<file path="config.mk">
export PLATFORM = sky130hd
export DESIGN_NAME = int_ctrl_ahb_if
export DESIGN_NICKNAME = d
export VERILOG_FILES = /design/src/rtl/int_ctrl_pkg.sv /design/src/rtl/int_ctrl_strb_dec.sv /design/src/rtl/int_ctrl_ahb_if.sv
export SDC_FILE = /design/constraint.sdc
export NUM_CORES = 1
export LEC_CHECK = 0
export CAP_MARGIN = 20
export CORE_AREA = 2 2 86 88
export DETAILED_ROUTE_END_ITERATION = 12
export DIE_AREA = 0 0 88 90
export GPL_TIMING_DRIVEN = 1
export PLACE_DENSITY = 0.83
export SYNTH_ARGS = -nofsm -noshare
export SYNTH_HDL_FRONTEND = slang
export SYNTH_SLANG_ARGS = --single-unit
export TNS_END_PERCENT = 50
</file>
<file path="constraint.sdc">
create_clock -name hclk -period 1.7 [get_ports hclk]
set_input_delay 0.34 -clock hclk [delete_from_list [all_inputs] [get_ports hclk]]
set_output_delay 0.34 -clock hclk [all_outputs]
set_load 0.1 [all_outputs]
</file>
<file path="src/rtl/int_ctrl_pkg.sv">
`default_nettype none
// ============================================================================
// Module   : int_ctrl_pkg
// Brief    : Shared types and AHB constants for the interrupt-controller
//            AHB-lite slave interface.
// Revision : 1.0 - initial release
// ============================================================================
package int_ctrl_pkg;

  // Bus-interface state machine encoding
  typedef enum logic [2:0] {
    ST_IDLE    = 3'd0,
    ST_WR      = 3'd1,
    ST_RD_WAIT = 3'd2,
    ST_RD_DATA = 3'd3,
    ST_ERR1    = 3'd4,
    ST_ERR2    = 3'd5
  } state_t;

  // HTRANS encodings
  localparam logic [1:0] c_htrans_idle   = 2'b00;
  localparam logic [1:0] c_htrans_busy   = 2'b01;
  localparam logic [1:0] c_htrans_nonseq = 2'b10;
  localparam logic [1:0] c_htrans_seq    = 2'b11;

  // HSIZE encodings supported by the register block
  localparam logic [2:0] c_hsize_byte = 3'd0;
  localparam logic [2:0] c_hsize_half = 3'd1;
  localparam logic [2:0] c_hsize_word = 3'd2;

  // HRESP codes
  localparam logic c_hresp_okay  = 1'b0;
  localparam logic c_hresp_error = 1'b1;

endpackage : int_ctrl_pkg
`default_nettype wire

</file>
<file path="src/rtl/int_ctrl_strb_dec.sv">
`default_nettype none
// ============================================================================
// Module   : int_ctrl_strb_dec
// Brief    : Combinational byte-lane decode and illegal-transfer detection
//            from HSIZE and the low address bits.
// Revision : 1.0 - initial release
// ============================================================================
module int_ctrl_strb_dec
  import int_ctrl_pkg::*;
(
  input  logic [2:0] i_size,
  input  logic [1:0] i_addr_lo,
  output logic [3:0] o_strobe,
  output logic       o_illegal
);

  // Lane select per size; misaligned or oversized transfers flagged illegal
  always_comb begin
    o_strobe  = 4'b0000;
    o_illegal = 1'b0;
    case (i_size)
      c_hsize_byte: o_strobe = 4'b0001 << i_addr_lo;
      c_hsize_half: begin
        o_strobe  = i_addr_lo[1] ? 4'b1100 : 4'b0011;
        o_illegal = i_addr_lo[0];
      end
      c_hsize_word: begin
        o_strobe  = 4'b1111;
        o_illegal = |i_addr_lo;
      end
      default:      o_illegal = 1'b1;
    endcase
  end

endmodule : int_ctrl_strb_dec
`default_nettype wire

</file>
<file path="src/rtl/int_ctrl_ahb_if.sv">
`default_nettype none
// ============================================================================
// Module   : int_ctrl_ahb_if
// Brief    : AHB-lite slave front end for the interrupt-controller register
//            block. Zero-wait writes, one-wait reads, two-cycle ERROR.
// Revision : 1.0 - initial release
// ============================================================================
module int_ctrl_ahb_if
  import int_ctrl_pkg::*;
#(
  parameter int ADDRWIDTH = 12
) (
  input  logic                 hclk,
  input  logic                 hresetn,
  input  logic                 hsels,
  input  logic [ADDRWIDTH-1:0] haddrs,
  input  logic [1:0]           htranss,
  input  logic [2:0]           hsizes,
  input  logic                 hwrites,
  input  logic                 hreadys,
  input  logic [31:0]          hwdatas,
  output logic                 hreadyouts,
  output logic                 hresps,
  output logic [31:0]          hrdatas,
  output logic [ADDRWIDTH-1:0] addr,
  output logic                 read_en,
  output logic                 write_en,
  output logic [3:0]           byte_strobe,
  output logic [31:0]          wdata,
  input  logic [31:0]          rdata
);

  state_t                 r_state;
  logic                   r_hreadyout;
  logic                   r_hresp;
  logic [31:0]            r_hrdata;
  logic [ADDRWIDTH-1:0]   r_addr;
  logic                   r_read_en;
  logic                   r_write_en;
  logic [3:0]             r_byte_strobe;

  logic                   w_accept;
  logic [3:0]             w_strobe;
  logic                   w_illegal;
  logic                   w_unused;

  // Only NONSEQ/SEQ matter; bit 0 distinguishes them and is not needed
  assign w_unused = htranss[0];
  assign w_accept = hsels & hreadys & htranss[1];

  int_ctrl_strb_dec u_strb_dec (
    .i_size    (hsizes),
    .i_addr_lo (haddrs[1:0]),
    .o_strobe  (w_strobe),
    .o_illegal (w_illegal)
  );

  // Transfer FSM; every bus and strobe output is registered here
  always_ff @(posedge hclk or negedge hresetn) begin
    if (!hresetn) begin
      r_state       <= ST_IDLE;
      r_hreadyout   <= 1'b1;
      r_hresp       <= c_hresp_okay;
      r_hrdata      <= 32'h0;
      r_addr        <= '0;
      r_read_en     <= 1'b0;
      r_write_en    <= 1'b0;
      r_byte_strobe <= 4'b0000;
    end else begin
      r_read_en  <= 1'b0;
      r_write_en <= 1'b0;
      case (r_state)
        ST_RD_WAIT: begin
          // Register-block data is captured while read_en is high
          r_hrdata    <= rdata;
          r_state     <= ST_RD_DATA;
          r_hreadyout <= 1'b1;
          r_hresp     <= c_hresp_okay;
        end
        ST_ERR1: begin
          r_state     <= ST_ERR2;
          r_hreadyout <= 1'b1;
          r_hresp     <= c_hresp_error;
        end
        default: begin
          // IDLE, WR, RD_DATA and ERR2 can all take a new address phase
          if (w_accept && w_illegal) begin
            r_state     <= ST_ERR1;
            r_hreadyout <= 1'b0;
            r_hresp     <= c_hresp_error;
          end else if (w_accept) begin
            r_addr        <= haddrs;
            r_byte_strobe <= w_strobe;
            r_hresp       <= c_hresp_okay;
            if (hwrites) begin
              r_state     <= ST_WR;
              r_write_en  <= 1'b1;
              r_hreadyout <= 1'b1;
            end else begin
              r_state     <= ST_RD_WAIT;
              r_read_en   <= 1'b1;
              r_hreadyout <= 1'b0;
            end
          end else begin
            r_state     <= ST_IDLE;
            r_hreadyout <= 1'b1;
            r_hresp     <= c_hresp_okay;
          end
        end
      endcase
    end
  end

  assign hreadyouts  = r_hreadyout;
  assign hresps      = r_hresp;
  assign hrdatas     = r_hrdata;
  assign addr        = r_addr;
  assign read_en     = r_read_en;
  assign write_en    = r_write_en;
  assign byte_strobe = r_byte_strobe;
  assign wdata       = hwdatas;

endmodule : int_ctrl_ahb_if
`default_nettype wire

</file>
==> impl_metrics.env <==
export IMPL_cp_max_fo=5
export IMPL_finClkSkew_ns=0.00996
export IMPL_diodes=0
export IMPL_ys_seq_elements=54
export IMPL_vias_per_cell=4.82
export IMPL_nets=358
export IMPL_grt_max_degree=55
export IMPL_gp_congestion=0.794
export IMPL_yosysSeqAreaShare_pct=56.5
export IMPL_postRouteAntennaNets=0
export IMPL_die_x_um=88
export IMPL_crit_arrival_ns=1.88
export IMPL_start_util_pct=34.1
export IMPL_crit_type="primary input to flip-flop"
export IMPL_cts_tree="yes"
export IMPL_wl_per_cell_um=17.0
export IMPL_synth_cell_types=32
export IMPL_clkTransAtPathRegs_ns=0.10
export IMPL_postRouteWirelength_um=6340
export IMPL_vias=1793
export IMPL_status="complete, but fails checks"
export IMPL_drv_slew=0
export IMPL_violations="hold timing"
export IMPL_hold_viol=8
export IMPL_fmaxAchievable_mhz=596
export IMPL_synth_nets=261
export IMPL_htreeDepth=2
export IMPL_cts_sinks=54
export IMPL_grt_first_pass_wirelength_um=10500
export IMPL_grt_ovfl_total=0
export IMPL_worstPathRequired_ns=1.90
export IMPL_grt_setup_unrepaired="true"
export IMPL_hold_class="primary input to async pin"
export IMPL_post_route_min_period_ns=1.68
export IMPL_final_core_util_pct=60.4
export IMPL_drv_cap=0
export IMPL_netlist_instances=175
export IMPL_worstSetupEndpointType="flip-flop"
export IMPL_drc=0
export IMPL_nFillCells=531
export IMPL_final_cell_area_um2=4240
export IMPL_syn_area_um2=2390
export IMPL_path_delay_family="simple AND/OR/NAND/NOR gates"
export IMPL_clk_latency_ns=0.31
export IMPL_max_clock_path_buffers=2
export IMPL_antenna_found_initial=0
export IMPL_fp_coreArea_um2=7020
export IMPL_dpl_cell_count=357
export IMPL_worstPathBufferInverterCount=3
export IMPL_async_reset_ff_share_pct=100
export IMPL_clockRootBuffer="clkbuf_8"
export IMPL_holdWs_ns=-0.00745
export IMPL_firstDrtPassIters=4
export IMPL_fin_crit_sh_pct=98.7
export IMPL_rows=31
export IMPL_io_pins=170
export IMPL_max_stage_delay_ns=0.55
export IMPL_dp_hpwl_um=4650
export IMPL_dpl_cell_area_um2=3990
export IMPL_max_slew_margin_pct=74.4
export IMPL_critPathSlowestCell="or4_4"
export IMPL_grt_usage_pct=17.0
export IMPL_fin_cells=372
export IMPL_tightest_slew_ns=0.385
export IMPL_drt_iter0_markers=41
export IMPL_yosysWarnings=0
export IMPL_synth_flop_cell="dfrtp_1"
export IMPL_avgSynthCellArea_um2=13.7
export IMPL_synth_edf_count=0
export IMPL_crit_path_cell_trace="buf_2 -> or4_4 -> a221oi_4 -> buf_12 -> buf_8 -> mux2_4"
export IMPL_die_area_um2=7920
export IMPL_setup_violations=0
export IMPL_drive_gt1_share_pct=52.4
export IMPL_cts_buffers=5
export IMPL_area_growth_pct=77.2
export IMPL_die_h_um=90
export IMPL_first_global_vias=2025
export IMPL_critPathLaunchType="primary input"
export IMPL_port_buffers=104
[final cells by class]
| class | count | area [um^2] | area share (%) |
|---|---|---|---|
| Multi-Input combinational cell | 80 | 850 | 20.0 |
| Clock inverter | 3 | 47.5 | 1.12 |
| Timing Repair Buffer | 127 | 1780 | 41.9 |
| Clock buffer | 5 | 68.8 | 1.62 |
| Tap cell | 99 | 124 | 2.92 |
| Inverter | 4 | 15.0 | 0.354 |
| Sequential cell | 54 | 1360 | 32.0 |
[registers in the layout, indices dropped and copies added (netlist names)]
| signal | cells |
|---|---|
| hreadyouts | 1 |
| r_state | 2 |
| hresps | 1 |
| addr | 12 |
| hrdatas | 32 |
| byte_strobe | 4 |
| read_en | 1 |
| write_en | 1 |
[through the flow]
stage	setup slack, ns	setup TNS [ns]	hold WS [ns]
floorplan	-0.121	-0.968	0.0444
global placement	-0.550	-8.61	0.358
detailed placement	-0.609	-9.32	0.363
CTS	0.00635	0	0.0166
global route	-0.00306	-0.00489	0.0140
finish	0.0227	0	-0.00745
[layout by cell type, fill, tap and decap left out, drive strengths merged, types with 2 or more instances in the layout]
| cell | synthesis | final |
|---|---|---|
| mux2 | 44 | 44 |
| nor2b | 2 | 2 |
| a211oi | 2 | 2 |
| clkdlybuf4s50 | 0 | 46 |
| o21bai | 3 | 3 |
| a32o | 2 | 2 |
| o22ai | 2 | 2 |
| dfrtp | 53 | 53 |
| buf | 36 | 79 |
| nor4 | 2 | 2 |
| o32ai | 3 | 3 |
| a21oi | 3 | 3 |
| inv | 4 | 6 |
| clkbuf | 1 | 6 |
| nor2 | 2 | 2 |
[worst register-to-register path, cell delays in order, from the launching register on]
cell and delay (ns):
dfrtp_4 0.54, xor2_4 0.19, a221oi_4 0.27, buf_12 0.16, buf_8 0.12, mux2_4 0.29
[cells in the mapped netlist (all sizes together) (2+ instances only)]
master / n / share of area (%)
dfrtp: 53 / 55
mux2: 44 / 21
buf: 36 / 11
inv: 4 / 0.63
a21oi: 3 / 0.63
o21bai: 3 / 0.94
o32ai: 3 / 1.1
a211oi: 2 / 0.63
a32o: 2 / 0.84
nor2: 2 / 0.31
nor2b: 2 / 0.52
nor4: 2 / 0.52
o22ai: 2 / 0.52
[what timing repair did]
item	4_1_cts	5_1_grt
gates resized for setup	28	7
buffers inserted	6	1
endpoints found under the setup margin	14	12
pin swaps	3	3
hold buffers	0	0
[worst paths after layout]
path,depth (start not counted),slack (ns),start,end
worst max-delay path,6,0.02,haddrs[1],addr[11]
worst max register to register,5,0.04,hresps,addr[11]
worst min-delay path,2,-0.007,hresetn,addr[5]
min in group hclk,3,0.43,haddrs[1],addr[1]
worst min register to register,1,0.56,byte_strobe[3],byte_strobe[3]
max in group asynchronous,2,1.38,hresetn,hreadyouts
[cell families (layout without fill, tap and decap cells)]
logic type	after synthesis	in the layout	share of synthesized area [%]
buffers and inverters	41	139	11.9
AOI/OAI and AO/OA	22	22	7.16
xor gates and xnor gates	2	2	0.732
DFF	54	54	56.5
muxes	44	44	20.7
and+or+nand+nor	12	12	2.98
[metal layers]
| metal | up-vias | share of wire, % | global-route usage (%) |
|---|---|---|---|
| li1 | 781 | - | - |
| met1 | 907 | 34 | 18.2 |
| met2 | 71 | 56 | 29.9 |
| met5 | - | 0 | 0 |
| met4 | 0 | 3.8 | 7.69 |
| met3 | 34 | 6.5 | 5.51 |
Power is not shown: default switching activity piles up to over one toggle a cycle in this logic, so the estimate is an artifact.
